[config.mk]
export PLATFORM = sky130hd
export DESIGN_NAME = mac_result_drain
export DESIGN_NICKNAME = d
export VERILOG_FILES = /design/src/rtl/mac_pkg.sv /design/src/rtl/mac_drain_bank.sv /design/src/rtl/mac_result_drain.sv
export SDC_FILE = /design/constraint.sdc
export NUM_CORES = 1
export LEC_CHECK = 0
export CORE_ASPECT_RATIO = 0.8
export CORE_UTILIZATION = 45
export CTS_CLUSTER_SIZE = 14
export DETAILED_ROUTE_END_ITERATION = 10
export HOLD_SLACK_MARGIN = 0.03
export MAX_ROUTING_LAYER = met4
export PLACE_DENSITY = 0.78
export SETUP_SLACK_MARGIN = 0.15
export SYNTH_ARGS = -nofsm -noshare
export SYNTH_HDL_FRONTEND = slang
export SYNTH_HIERARCHICAL = 1
export SYNTH_SLANG_ARGS = --single-unit
[constraint.sdc]
create_clock -name clk -period 7.6 [get_ports clk]
set_clock_uncertainty 0.15 [all_clocks]
set_input_delay 1.14 -clock clk [delete_from_list [all_inputs] [get_ports clk]]
set_output_delay 1.14 -clock clk [all_outputs]
set_load 0.02 [all_outputs]
[src/rtl/mac_pkg.sv]
// Shared types for the MAC result drain: drain FSM states and accumulator width helper.
package mac_pkg;

    typedef enum logic [1:0] {
        IDLE   = 2'd0,
        CLEAR  = 2'd1,
        STREAM = 2'd2
    } drain_state_t;

    // Accumulator is wide enough for a full dot product of DATA_WIDTH operands.
    function automatic int acc_w(input int data_width);
        return 3 * data_width;
    endfunction

endpackage

[src/rtl/mac_drain_bank.sv]
// Shadow capture bank for the MAC accumulators plus the lane read mux.
// Capture is a single-cycle load of every lane; contents survive reset on purpose.
module mac_drain_bank #(
    parameter int NUM_MAC = 8,
    parameter int ACC_W   = 24,
    parameter int IDX_W   = $clog2(NUM_MAC)
) (
    input  logic                     clk,
    input  logic                     cap_en_i,
    input  logic [NUM_MAC*ACC_W-1:0] couts_flat_i,
    input  logic [IDX_W-1:0]         rd_idx_i,
    output logic [ACC_W-1:0]         rd_dat_o
);

    logic [ACC_W-1:0] bank_q [NUM_MAC];

    always_ff @(posedge clk) begin
        if (cap_en_i) begin
            for (int i = 0; i < NUM_MAC; i++) begin
                bank_q[i] <= couts_flat_i[i*ACC_W +: ACC_W];
            end
        end
    end

    assign rd_dat_o = bank_q[rd_idx_i];

endmodule

[src/rtl/mac_result_drain.sv]
// Snapshots a MAC row, pulses Clr for one cycle, then streams lanes out over valid/ready.
// Optional MAC_DRAIN_ERR_EN adds a sticky start_err flag for starts received while busy.
module mac_result_drain
    import mac_pkg::*;
#(
    parameter int DATA_WIDTH = 8,
    parameter int NUM_MAC    = 8,
    localparam int ACC_W     = acc_w(DATA_WIDTH),
    localparam int IDX_W     = $clog2(NUM_MAC)
) (
    input  logic                     clk,
    input  logic                     rst_n,
    input  logic                     start,
    input  logic [NUM_MAC*ACC_W-1:0] couts_flat,
    output logic                     mac_clr,
    output logic                     busy,
    output logic                     out_valid,
    input  logic                     out_ready,
    output logic [ACC_W-1:0]         out_data,
    output logic [IDX_W-1:0]         out_idx,
    output logic                     out_last,
    output logic                     done
`ifdef MAC_DRAIN_ERR_EN
    ,
    output logic                     start_err
`endif
);

    drain_state_t     state_q, state_d;
    logic [IDX_W-1:0] idx_q, idx_d;
    logic             done_q, done_d;
    logic             capture;
    logic             last_lane;
    logic [ACC_W-1:0] rd_dat;

    assign last_lane = (idx_q == IDX_W'(NUM_MAC - 1));

    always_comb begin
        state_d = state_q;
        idx_d   = idx_q;
        done_d  = 1'b0;
        capture = 1'b0;
        case (state_q)
            IDLE: begin
                if (start) begin
                    capture = 1'b1;
                    state_d = CLEAR;
                end
            end
            CLEAR: begin
                state_d = STREAM;
                idx_d   = '0;
            end
            STREAM: begin
                if (out_ready) begin
                    if (last_lane) begin
                        state_d = IDLE;
                        idx_d   = '0;
                        done_d  = 1'b1;
                    end else begin
                        idx_d = idx_q + IDX_W'(1);
                    end
                end
            end
            default: state_d = IDLE;
        endcase
    end

    always_ff @(posedge clk) begin
        if (!rst_n) begin
            state_q <= IDLE;
            idx_q   <= '0;
            done_q  <= 1'b0;
        end else begin
            state_q <= state_d;
            idx_q   <= idx_d;
            done_q  <= done_d;
        end
    end

    // Reset must also block a capture, even though the bank itself is never cleared.
    mac_drain_bank #(
        .NUM_MAC (NUM_MAC),
        .ACC_W   (ACC_W),
        .IDX_W   (IDX_W)
    ) u_bank (
        .clk          (clk),
        .cap_en_i     (capture & rst_n),
        .couts_flat_i (couts_flat),
        .rd_idx_i     (idx_q),
        .rd_dat_o     (rd_dat)
    );

    assign mac_clr   = (state_q == CLEAR);
    assign busy      = (state_q != IDLE);
    assign out_valid = (state_q == STREAM);
    assign out_data  = out_valid ? rd_dat : '0;
    assign out_idx   = idx_q;
    assign out_last  = out_valid & last_lane;
    assign done      = done_q;

`ifdef MAC_DRAIN_ERR_EN
    logic start_err_q;

    always_ff @(posedge clk) begin
        if (!rst_n) begin
            start_err_q <= 1'b0;
        end else if (start && busy) begin
            start_err_q <= 1'b1;
        end
    end

    assign start_err = start_err_q;
`endif

endmodule
== Word-level counts from Yosys, hierarchy flattened ==
Memory sizes are Yosys's and may differ from the RTL's. A register that Yosys moved wholly into a read port is not among the register bits.
Index checks and enable logic that the tools add are counted.
Word-level totals
  output and inout port bits: 32
  logic and storage cells: 34
  bits in writable memories: 192
  memories kept: 1
  register bits: 6
Cells by class
  reductions and logical operators: 6
  multiplexer cells: 15
  bitwise operators: 2
  add/subtract/negate cells: 1
  equal/unequal tests: 6
Memory list
  u_bank.bank_q: depth 8, width 24, rd ports 1, clocked after Yosys merged registers in 1, write ports 8, line mac_drain_bank.sv:15  | logic [ACC_W-1:0] bank_q [NUM_MAC];
Operators by type and width (number)
  $mux W24: 1
  $mux W3: 4
  $mux W2: 3
  $pmux W2 S3: 1
  $pmux W3 S2: 1
  $reduce_and A3 Y1: 2
  $mux W1: 5
  $ne A2 B1 Y1 const B: 2
  $reduce_bool A2 Y1: 2
  $add A3 B1 Y3 const B: 1
  $eq A3 B3 Y1 const B: 1
  $and A1 B1 Y1: 2
  $eq A2 B1 Y1 const B: 1
  $eq A2 B2 Y1 const B: 1
  $logic_not A2 Y1: 1
  $ne A2 B2 Y1 const B: 1
  $reduce_and A2 Y1: 1

== Logic depth before layout (Yosys ltp) ==
Gate-level depths: netlist of the first run.
  depth in word-level cells: 6
  depth in mapped cells: 5

== By module ==
The synthesis of the first run kept the hierarchy.
Modules (own cells, without submodules)
  mac_drain_bank: area an instance 7258.2 um2, instances 1, cells each 277
  mac_result_drain: area an instance 491.7 um2, instances 1, cells each 61

== Worst setup path before layout of the first run ==
OpenSTA, ideal clock, no wires.
  path type: in2reg
  from: input rst_n
  to: memory u_bank.bank_q[0][0], enable pin
  setup slack: 1.293 ns
  required time: 6.872 ns
  cell stages on the path: 1
  arrival: 5.579 ns
  cells stage by stage: and3_1
RTL lines
  from (decl): line mac_result_drain.sv:12  | input logic rst_n,
  to (decl): line mac_drain_bank.sv:15

==> results.md, run 1 <==
Status:
- The run finished with clean final reports.

Drt:
- The DRC violation count after routing is 0.
- In this run, the number of DRC markers left after iteration 0 of detailed routing was roughly 230.
- Using the TritonRoute via totals, the vias-per-cell ratio works out to 5.13.
- The first detailed-routing pass took 4 iterations.
- Wires add up to between 15 and 20 mm.
- The routed length per placed instance is ~20 µm.
- The final route contains 4,114 vias.
- Once detail routing completed, the nets flagged for antenna violations numbered 0.

Placed design:
- The detailed-placement wirelength estimate is roughly 11 mm.
- Port buffering added 227 buffers.
- Routability-driven placement finished with a final weighted congestion of roughly 0.80.
- The placed cell area is slightly above 0.01 mm².

Global routing:
- The initial antenna violation count is 0.
- For this run the aggregate overflow at the end of global routing stands at 0.
- The first global-routing pass estimated 24.3 mm of wire.
- Entering global routing, the biggest net connects 153 pins.
- The number of global-route vias before repair is approximately 4,400.
- The total routing resource utilization after global routing is roughly a fifth.

Timing:
- The relative max-transition margin is approximately 30%.
- The time the worst path needs with I/O delays and setup is between 4 and 5 ns.
- Dividing the final minimum period by the clock period gives between 50% and 60%.
- At the pin with the least slew margin, the transition time is 1.05 ns.
- The number of hold violations in the final report is 0.
- Setup violations remaining at the end of the flow were counted as 0.
- Summed over all failing endpoints, the final setup total negative slack is 0 ns.
- The fmax is 226 MHz.
- Across all hold checks on the routed design, the worst slack comes to between 0.4 and 0.5 ns.
- Setup repair after global routing left no endpoint under its margin.
- The final max-slew violation count is 0.

Layout:
- The area growth from synthesis to final layout is 39.4%.
- After routing the design area is between 0.01 and 0.015 mm².
- The number of fillers in the final layout is ~1,100.
- In the final layout, the share of cells above drive strength 1 is 19.1%.
- The number of antenna diodes in the final layout is 0.
- The number of nets at the end of the flow is about 770.
- For this run, the share of the core covered by cells in the final layout is around 65%.
- In the final layout, the multi-input gates occupy 0.00173 mm².
- The sequential cell area is between 0.005 and 0.006 mm².

Synth:
- The average instance area after synthesis is roughly 23 µm².
- The number of enable flip-flop cells after synthesis is ~190.
- The netlist uses 31 different library cells.
- For this run, the register share of the synthesized area comes to 75.9%.
- The area share of the largest cell type after synthesis is 74.4%.
- The gate count of the mapped netlist is 338.
- Synthesis inferred a little under 200 register bits.
- The most frequent cell after synthesis is edfxtp_1.
- The fraction of registers with async set or reset after synthesis is 0%.
- Summing every instance area after synthesis gives 0.00775 mm².
- The commonest cells after synthesis are 192 x edfxtp_1, 48 x mux4_2, 24 x and2_1, 12 x mux2_2, 12 x mux2_4.
- The number of warnings issued by yosys is 6.
- Among all flip-flop cells after synthesis, the most frequent one is edfxtp_1.
- The dominant cell type by area after synthesis is edfxtp_1.
- The number of nets in the synthesized netlist is approximately 540.
- Sorting the synthesized cells by area gives the leading types as edfxtp_1 74%, mux4_2 14%, mux2_4 2.3%.

Floorplanning:
- Once the floorplan was initialized, standard cells occupied about 46% of the core.
- The floorplan die width is 149 µm.
- The total number of placement rows is 42.
- In this run the count of I/O pins placed on the die edge is 228.
- The die covers about 0.018 mm².
- The height of the die is between 100 and 150 µm.
- The floorplan step defined a core boundary enclosing ~0.017 mm².

Worst hold path:
- The start point of the worst min-delay path is state_q[1].
- The worst hold path class is reg -> reg.

Setup path:
- Traced cell by cell, the critical path runs through mux4_2, mux2_4, and2_1, clkdlybuf4s50_1.
- The startpoint identified for the worst register-to-register timing path is state_q[1].
- For this run, the slowest stage of the critical path takes 1.05 ns.
- The element type at the critical path end is an output port.
- The critical path launch point type is a flop.
- The count of buffering cells on the critical path with inverters included is 1.
- The maximum net fanout on the critical path is 53.
- The family with the most delay on the worst path is flip-flops.
- For the worst setup path, the data required time is approximately 6.3 ns.
- The worst endpoint data arrival time is around 3.1 ns.
- The launching element of the worst setup path is out_idx[0].
- The highest-delay cell along the critical path is dfxtp_4.
- By startpoint and endpoint, the worst setup path is classified as reg -> out.

Clocking:
- The number of gates resized after CTS was 0.
- The clock insertion delay at the later pin of the skew report is between 0.4 and 0.5 ns.
- TritonCTS built the clock tree.
- The H-tree generated during clock tree synthesis spans 4 levels.
- Buffers inserted to repair hold after CTS numbered 0.
- In this run, CTS created clock tree buffers numbering 17.
- The number of setup buffers added after CTS is 0.
- The clock edge transition at the registers on the reported setup and hold paths is about 0.07 ns.
- The clock passes through at most 2 buffers.
- The tree built by TritonCTS fans out to ~200 sinks.
- The cell sitting at the root of the clock tree is a clkbuf_16.

Power:
- In this run the static leakage power is roughly 3.5 nW.
- The power density of the placed cells is roughly 220 mW/mm².
- The largest voltage drop on the vdd net is around 130 µV.

Job:
- Across the run, the number of max-cap violations was 0.
==> worst min-delay path, stage by stage (launching register included) <==
cell and delay [ns]:
dfxtp_1 0.39, nand3_1 0.11, a21boi_0 0.07
==> layer usage <==
layer	routed length [µm]	up-vias	track usage, %
met3	1040	20	5.29
met1	6720	2059	24.0
met2	8230	170	32.2
li1	-	1865	-
met4	185	0	5.61
met5	0	-	-
==> cells in the final DEF (no fill, tap or decap), types with 2 or more instances in the layout <==
master	synthesis	layout
a21boi_0	2	2
a21oi_1	2	2
and2_1	24	24
and3_1	3	2
clkbuf_16	0	17
clkdlybuf4s50_1	0	227
clkinv_4	0	2
clkinv_8	0	3
dfxtp_1	6	3
dfxtp_2	0	2
edfxtp_1	192	192
ha_1	2	2
inv_1	2	2
inv_6	0	6
mux2_2	12	12
mux2_4	12	12
mux4_2	48	48
nand2b_1	2	2
nor2b_1	2	2
==> registers in the layout (all words and copies together), names as in the netlist <==
signal / cells
state_q: 2
out_idx: 3
u_bank/bank_q: 192
done: 1
==> kinds of logic after synthesis <==
kind of cell | after synthesis | share of synthesized area [%]
multiplexers | 72 | 18.0
buffers and inverters | 19 | 1.76
AO/OA/AOI/OAI | 7 | 0.581
AND/OR/NAND/NOR | 40 | 3.37
adder cells (fa/ha/maj) | 2 | 0.323
flip-flops | 198 | 75.9
==> stage by stage <==
step | instances | power, W | setup WS, ns
after floorplan | 338 | 0.00138 | 1.29
after global placement | 770 | 0.00150 | 3.54
after detailed placement | 770 | 0.00151 | 3.53
after CTS | 802 | 0.00239 | 3.06
after global routing | 802 | 0.00245 | 2.95
final | 802 | 0.00237 | 3.18
==> power breakdown <==
part	internal (W)	switching [W]	total, W
combinational	0.000137	0.0000670	0.000204
clock	0.000470	0.000422	0.000892
sequential	0.00126	0.0000197	0.00128
total	0.00186	0.000509	0.00237
==> path summary, 6_finish.rpt <==
kind / to / slack (ns) / depth (start not counted)
max: out_data[17] / 3.18 / 4
min: out_idx[2] / 0.46 / 2
max reg2reg: u_bank/bank_q[6][4] / 5.01 / 3
min reg2reg: out_idx[2] / 0.46 / 2
==> layout make-up <==
| class | count | share of cell area (%) |
|---|---|---|
| sequential | 198 | 54.5 |
| timing repair buffer | 229 | 21.3 |
| multi-input combinational | 121 | 16.0 |
| clock buffer | 18 | 3.97 |
| tap | 220 | 2.55 |
| clock inverter | 14 | 1.53 |
| inverter | 2 | 0.0695 |
Power figures use the tool's default switching activity.
==> run 2, diff against run 1 <==
--- a/config.mk
+++ b/config.mk
@@ -6,7 +6,7 @@
 export NUM_CORES = 1
 export LEC_CHECK = 0
 export CORE_ASPECT_RATIO = 0.8
-export CORE_UTILIZATION = 45
+export CORE_UTILIZATION = 43
 export CTS_CLUSTER_SIZE = 14
 export DETAILED_ROUTE_END_ITERATION = 10
 export HOLD_SLACK_MARGIN = 0.03
==> constraint.sdc (replaced) <==
create_clock -name clk -period 3.7 [get_ports clk]
set_clock_uncertainty 0.15 [all_clocks]
set_input_delay 0.555 -clock clk [delete_from_list [all_inputs] [get_ports clk]]
set_output_delay 0.555 -clock clk [all_outputs]
set_load 0.02 [all_outputs]
==> run 2 against run 1 <==
  * Largest power group unchanged
  * Total power increased by 100%
  * Setup slack got worse by 2.9 ns
  * Die area increased by 4.6%
  * The run now ends with design-rule violations left
  * First-iteration DRC count unchanged
  * Hold slack improved by 0.011 ns
  * Flip-flop and latch count unchanged
  * Cell count increased by 1.2%
  * Highest routed layer unchanged
  * Global-route usage decreased by 1.5 points
==> results.md, run 2 (synthesis results as in run 1) <==
Timing:
- The number of hold violations in the final report came to 0 (unchanged).
- The final max-slew violation count is 0 (unchanged).
- Subtracting the final worst setup slack from the clock period gives 3.41 ns.
- The part of the cycle the worst path needs is 92.0%.
- The relative max-transition margin is 42.2% (was 30.2%).
- The worst hold-check slack is 0.472 ns (was 0.461 ns).
- The measured slew at the worst slew-check pin is 0.867 ns (was 1.05 ns).
- The number of setup violations in the final report is 0 (unchanged).
- The sum of negative setup slack is 0 ns (unchanged).
- RSZ-0062 raised after global routing: no (unchanged).
- For this run, the top clock speed supported by timing is roughly 290 MHz.

Drt:
- The DRC marker count from the first detailed-route iteration is 226 (unchanged).
- The DRC violation count after routing is 24 (was 0).
- The via density per instance was 5.01 (was 5.13).
- The total vias in the final route is 4,068 (was 4,114).
- The count of antenna-violating nets left after detailed routing is 0 (unchanged).
- The number of search-and-repair iterations in the first detailed-routing pass came to 7 (was 4).
- The routed length per placed instance was 19.4 µm (was 20.2 µm).
- The wire length reported by the detailed router was 15.7 mm (was 16.2 mm).

Setup path:
- The worst endpoint data arrival time is 2.70 ns (was 3.13 ns).
- The element type at the critical path end is an output port (unchanged).
- The type of the setup path with the least slack is reg -> out (unchanged).
- The critical path launch point type is a flop (unchanged).
- The maximum net fanout on the critical path is 19 (was 53).
- The required time of the worst setup path was 2.99 ns (was 6.31 ns).

Clocking:
- The number of instances resized during post-cts repair is 0 (unchanged).
- The number of buffers inserted by hold repair at cts is 0 (unchanged).
- The TritonCTS clock tree is done (unchanged).
- The cell at the root of the clock tree is clkbuf_16 (unchanged).
- The largest buffer count on any clock path was 2 (unchanged).
- The clock insertion delay at the later pin of the skew report was 0.42 ns (about the same).
- The number of clock buffers inserted by TritonCTS is 17 (unchanged).
- The depth of the CTS H-tree was 4 (unchanged).
- The number of setup buffers added after CTS is 0 (unchanged).
- The total clock sinks was 198 (unchanged).
- The clock edge transition at the registers on the reported setup and hold paths was 0.07 ns (about the same).

Global routing:
- The global-route wire length before repair is 23.8 mm (was 24.3 mm).
- The initial antenna violation count is 0 (unchanged).
- The total routing resource utilization after global routing was 18.2% (was 19.7%).
- The pin count of the biggest net entering global routing is 123 (was 153).
- The number of global-route vias before repair is 4,360 (was 4,433).
- The aggregate global routing overflow was 0 (unchanged).

Placed design:
- The number of buffers added on ports was 227 (unchanged).
- The placer congestion estimate came to 0.778 (was 0.801).
- The detailed-placement wirelength estimate came to 11.0 mm (was 10.8 mm).

Power:
- The power density of the placed cells is 446 mW/mm² (was 220 mW/mm²).
- The internal power contribution came to 0.00383 W (was 0.00186 W).
- The combinational group share of total power is 8.9% (was 8.6%).
- The share of total power in the clock network is 37.3% (was 37.6%).
- The sequential cell fraction of total power is 53.9% (was 53.8%).
- The largest voltage drop on the vdd net came to 251 µV (was 133 µV).
- The net switching share of the total power is 21.1% (was 21.5%).
- The static leakage power is 3.57 nW (was 3.53 nW).
- The switching power is 0.00102 W (was 0.000509 W).
- The power after layout is 0.00485 W (was 0.00237 W).

Layout:
- The register containing the most flip-flops in the final layout is u_bank/bank_q (unchanged).
- The number of antenna repair diodes is 0 (unchanged).
- The leading cell type in the layout, fill and taps excluded is clkdlybuf4s50_1 (unchanged).
- Commonest non-fill, non-tap cells in the layout: 227 x clkdlybuf4s50_1, 192 x edfxtp_1, 48 x mux4_2, 24 x and2_1, 17 x clkbuf_16 (unchanged).
- The number of flip-flops under the largest register name is 192 (unchanged).
- The number of nets at the end of the flow came to 772 (was 767).
- The area growth from synthesis to final layout is 40.5% (was 39.4%).
- The layout cell share with drive strength beyond 1 is 19.8% (was 19.1%).

Floorplanning:
- The height of the die is 122 µm (was 119 µm).
- The floorplan die width came to 152 µm (was 149 µm).
- The initial cell density of the core is 44.3% (was 46.4%).
- The number of I/O pins is 228 (unchanged).
- The overall die area is 0.0186 mm² (was 0.0178 mm²).
- The placeable core region is 0.0175 mm² (was 0.0167 mm²).
- The total number of placement rows is 43 (was 42).

Status:
- The checks that failed: design-rule violations.
- Status: finished, violations left (was finished, final reports clean).

Worst hold path:
- The worst hold path class is reg -> reg (unchanged).

Job:
- The number of maximum-capacitance constraint violations is 0 (unchanged).
[run 2: changes by cell type in the layout (fill, tap and decap cells not counted), sizes merged]
| cell | previous run | this run |
|---|---|---|
| clkbuf | 18 | 17 |
| buf | 2 | 7 |
| clkinv | 6 | 7 |
[run 2: power groups by stage]
stage | sequential [W] | combinational (W) | clock, W
after floorplan | 0.00265 | 0.000169 | 0
after global placement | 0.00266 | 0.000427 | 0
after detailed placement | 0.00266 | 0.000437 | 0
after CTS | 0.00261 | 0.000437 | 0.00186
after global routing | 0.00262 | 0.000460 | 0.00194
final | 0.00261 | 0.000431 | 0.00181
[run 2: cell type report]
class	count	area, µm²
Clock buffer	17	425
Clock inverter	15	161
Fill cell	1201	6600
Inverter	2	7.51
Multi-Input combinational cell	121	1730
Sequential cell	198	5890
Tap cell	225	282
Timing Repair Buffer	234	2390
[run 2: per-layer routing]
metal | wire length [µm] | GRT usage [%] | up-vias
li1 | - | - | 1867
met1 | 6630 | 22.4 | 2044
met2 | 7810 | 28.8 | 142
met3 | 1090 | 5.48 | 15
met4 | 212 | 6.57 | 0
met5 | 0 | - | -
[run 2: final timing paths]
kind         startpoint  slack [ns]  cells after the start              endpoint
max          out_idx[0]        0.29                      5           out_data[6]
min          state_q[1]        0.47                      2            out_idx[0]
max reg2reg  state_q[1]        1.57                      3  u_bank/bank_q[3][20]
min reg2reg  state_q[1]        0.47                      2            out_idx[0]
[run 2: stage by stage]
stage          cells  worst slack, ns  utilization (%)  instance area [µm²]
2_1_floorplan    338             1.07                -                 7750
6_report         812            0.294             62.3                10900
3_5_place_dp     780            0.693             58.9                10300
4_1_cts          812            0.219             62.3                10900
5_1_grt          812            0.161             62.3                10900
3_3_place_gp     780            0.711             58.9                10300
[run 2: worst max-delay path, cell delays in order (launching register included)]
cell and delay [ns]:
dfxtp_4 0.53, buf_12 0.25, mux4_2 0.53, mux2_4 0.28
and2_1 0.14, clkdlybuf4s50_1 0.53
==> run 3, diff against run 2 <==
--- a/config.mk
+++ b/config.mk
@@ -6,12 +6,12 @@
 export NUM_CORES = 1
 export LEC_CHECK = 0
 export CORE_ASPECT_RATIO = 0.8
-export CORE_UTILIZATION = 43
+export CORE_UTILIZATION = 40
 export CTS_CLUSTER_SIZE = 14
 export DETAILED_ROUTE_END_ITERATION = 10
 export HOLD_SLACK_MARGIN = 0.03
 export MAX_ROUTING_LAYER = met4
-export PLACE_DENSITY = 0.78
+export PLACE_DENSITY = 0.73
 export SETUP_SLACK_MARGIN = 0.15
 export SYNTH_ARGS = -nofsm -noshare
 export SYNTH_HDL_FRONTEND = slang
==> run 3 against run 2 <==
  * The flow now finishes without violations
  * Global-route usage down 0.56 points
  * Critical endpoint is now out_data[11]
  * Critical path depth unchanged
  * Highest routed layer unchanged
  * Wire length rose by 5.7%
  * Critical path type unchanged
  * Cell count grew 5.2%
==> results.md, run 3 (synthesis results as in run 1) <==
Status:
- Status: finished, final reports clean (was finished, violations left).

Placed design:
- The placed cell area is 0.0103 mm² (about the same).
- The placement-stage worst setup slack is 0.657 ns (was 0.693 ns).
- The number of buffers added on ports came to 227 (unchanged).
- The placer congestion estimate came to 0.773 (was 0.778).
- The detailed-placement wirelength estimate is 11.5 mm (was 11.0 mm).

Layout:
- The register containing the most flip-flops in the final layout is u_bank/bank_q (unchanged).
- The number of antenna repair diodes is 0 (unchanged).
- The layout cell share with drive strength beyond 1 was 21.1% (was 19.8%).
- The number of flip-flops under the largest register name is 192 (unchanged).
- The area growth from synthesis to final layout is 42.2% (was 40.5%).
- The post-route cell area is 0.0110 mm² (was 0.0109 mm²).
- The leading cell type in the layout, fill and taps excluded is clkdlybuf4s50_1 (unchanged).
- The number of nets at the end of the flow is 781 (was 772).
- Commonest non-fill, non-tap cells in the layout: 227 x clkdlybuf4s50_1, 192 x edfxtp_1, 48 x mux4_2, 24 x and2_1, 17 x clkbuf_16 (unchanged).

Setup path:
- The type of the setup path with the least slack is reg -> out (unchanged).
- The highest-delay cell along the critical path was mux4_2 (was dfxtp_4).
- The element type at the critical path end is an output port (unchanged).
- The worst stage delay on the critical path is 0.55 ns (was 0.53 ns).
- The destination of the worst register-to-register timing path is u_bank/bank_q[3][13] (was u_bank/bank_q[3][20]).
- The count of buffering cells on the critical path with inverters included is 2 (unchanged).
- The origin of the critical flop-to-flop path is state_q[1] (unchanged).
- The family with the most delay on the worst path was multiplexers (unchanged).
- The worst endpoint data arrival time was 2.66 ns (was 2.70 ns).
- The maximum net fanout on the critical path was 21 (was 19).
- Worst path cell trace: buf_12, mux4_2, mux2_4, and2_1, clkdlybuf4s50_1 (unchanged).
- The worst reg-to-reg setup slack is 1.76 ns (was 1.57 ns).
- The required time of the worst setup path is 2.99 ns (about the same).
- The critical path launch point type is a flop (unchanged).
- The logic depth of the worst register-to-register path was 3 (unchanged).

Worst hold path:
- The start point of the worst min-delay path is state_q[1] (unchanged).
- The end point of the worst hold path was out_idx[2] (was out_idx[0]).
- The number of cells traversed by the worst hold path is 2 (unchanged).
- The worst hold path class is reg -> reg (unchanged).

Drt:
- The number of search-and-repair iterations in the first detailed-routing pass is 4 (was 7).
- The routed length per placed instance is 19.5 µm (was 19.4 µm).
- The DRC violation count after routing was 0 (was 24).
- The via density per instance is 4.91 (was 5.01).
- The DRC marker count from the first detailed-route iteration is 210 (was 226).
- The total vias in the final route is 4,189 (was 4,068).
- The wire length reported by the detailed router came to 16.6 mm (was 15.7 mm).
- The count of antenna-violating nets left after detailed routing was 0 (unchanged).

Clocking:
- The TritonCTS clock tree is done (unchanged).
- The total clock sinks is 198 (unchanged).
- The depth of the CTS H-tree is 4 (unchanged).
- The cell at the root of the clock tree is clkbuf_16 (unchanged).
- The clock edge transition at the registers on the reported setup and hold paths was 0.07 ns (about the same).
- The largest buffer count on any clock path is 2 (unchanged).
- The number of buffers inserted by hold repair at cts is 0 (unchanged).
- The clock insertion delay at the later pin of the skew report is 0.42 ns (about the same).
- The number of clock buffers inserted by TritonCTS is 17 (unchanged).

Timing:
- The time the worst path needs with I/O delays and setup is 3.36 ns (was 3.41 ns).
- The sum of negative setup slack was 0 ns (unchanged).
- RSZ-0062 raised after global routing: no (unchanged).
- The part of the cycle the worst path needs is 90.8% (was 92.0%).
- The measured slew at the worst slew-check pin is 0.821 ns (was 0.867 ns).
- The smallest setup slack after layout is 0.339 ns (was 0.294 ns).
- The number of hold violations in the final report came to 0 (unchanged).
- The final max-slew violation count is 0 (unchanged).
- The number of setup violations in the final report is 0 (unchanged).
- The fmax is 298 MHz (was 294 MHz).
- The relative max-transition margin is 45.1% (was 42.2%).

Global routing:
- The aggregate global routing overflow is 0 (unchanged).
- The global-route wire length before repair was 24.5 mm (was 23.8 mm).
- The total routing resource utilization after global routing is 17.6% (was 18.2%).
- The initial antenna violation count is 0 (unchanged).
- The pin count of the biggest net entering global routing is 83 (was 123).
- The number of global-route vias before repair is 4,557 (was 4,360).

Job:
- The number of maximum-capacitance constraint violations is 0 (unchanged).

Power:
- The switching power is 0.00104 W (was 0.00102 W).
- The combinational group share of total power is 9.0% (was 8.9%).
- The largest voltage drop on the vdd net came to 298 µV (was 251 µV).
- The internal power contribution came to 0.00390 W (was 0.00383 W).
- The sequential cell fraction of total power is 52.8% (was 53.9%).
- The power density of the placed cells is 449 mW/mm² (was 446 mW/mm²).
- The static leakage power was 3.62 nW (was 3.57 nW).
- The net switching share of the total power is 21.1% (about the same).
- The share of total power in the clock network was 38.2% (was 37.3%).

Floorplanning:
- The height of the die came to 127 µm (was 122 µm).
- The overall die area is 0.0199 mm² (was 0.0186 mm²).
- The placeable core region is 0.0190 mm² (was 0.0175 mm²).
- The initial cell density of the core is 40.8% (was 44.3%).
- The total number of placement rows was 45 (was 43).
- The number of I/O pins came to 228 (unchanged).
- The floorplan die width is 158 µm (was 152 µm).
## run 3: cell count changes in the layout (fill, tap and decap cells not counted), sizes merged
cell	change
buf	+9
clkinv	-4
inv	+2
bufinv	+1
clkinvlp	+1
## run 3: worst max path at each step
stage,from,to,slack [ns],depth (start not counted)
2_1_floorplan,state_q[1],u_bank/bank_q[0][0],1.07,3
3_3_place_gp,out_idx[0],out_data[11],0.68,5
3_5_place_dp,out_idx[0],out_data[10],0.66,5
4_1_cts,out_idx[0],out_data[11],0.17,5
5_1_grt,out_idx[0],out_data[11],0.24,5
6_report,out_idx[0],out_data[11],0.34,5
## run 3: worst register-to-register path, stage by stage, from the launching register on
cell	delay, ns
dfxtp_1	0.39
nor2_1	0.31
and3_4	0.28
buf_4	0.42
## run 3: cell type report
cell class                      count  area [µm²]
Fill cell                        1402        7960
Tap cell                          258         323
Timing Repair Buffer              243        2450
Inverter                            2        7.51
Multi-Input combinational cell    121        1730
Sequential cell                   198        5890
Clock buffer                       17         425
Clock inverter                     15         181
## run 3: power groups by stage
stage	Clock [W]	Sequential (W)	Combinational, W
final	0.00189	0.00261	0.000447
after CTS	0.00194	0.00261	0.000446
after detailed placement	0	0.00266	0.000443
after global routing	0.00203	0.00262	0.000476
after global placement	0	0.00266	0.000431
after floorplan	0	0.00265	0.000169
## run 3: metal layers
layer	global-route usage, %	vias to the layer above	part of all wire (%)	routed length, µm
li1	-	1892	-	-
met4	6.80	0	1.8	303
met1	20.7	2122	41	6850
met2	28.4	151	50	8260
met3	5.53	24	7.3	1220
met5	-	-	0	0
## run 3: stage by stage
step	hold WS [ns]	power [W]	instances	utilization [%]
floorplan	0.429	0.00282	338	-
global placement	0.472	0.00309	814	54.5
detailed placement	0.473	0.00311	814	54.5
CTS	0.486	0.00500	846	57.7
global route	0.497	0.00512	854	58.1
finish	0.481	0.00494	854	58.1
## run 3: what timing repair did
| action | CTS | global route |
|---|---|---|
| resized for setup | 0 | 0 |
| setup endpoints to repair | 0 | 14 |
| buffers inserted | 0 | 8 |
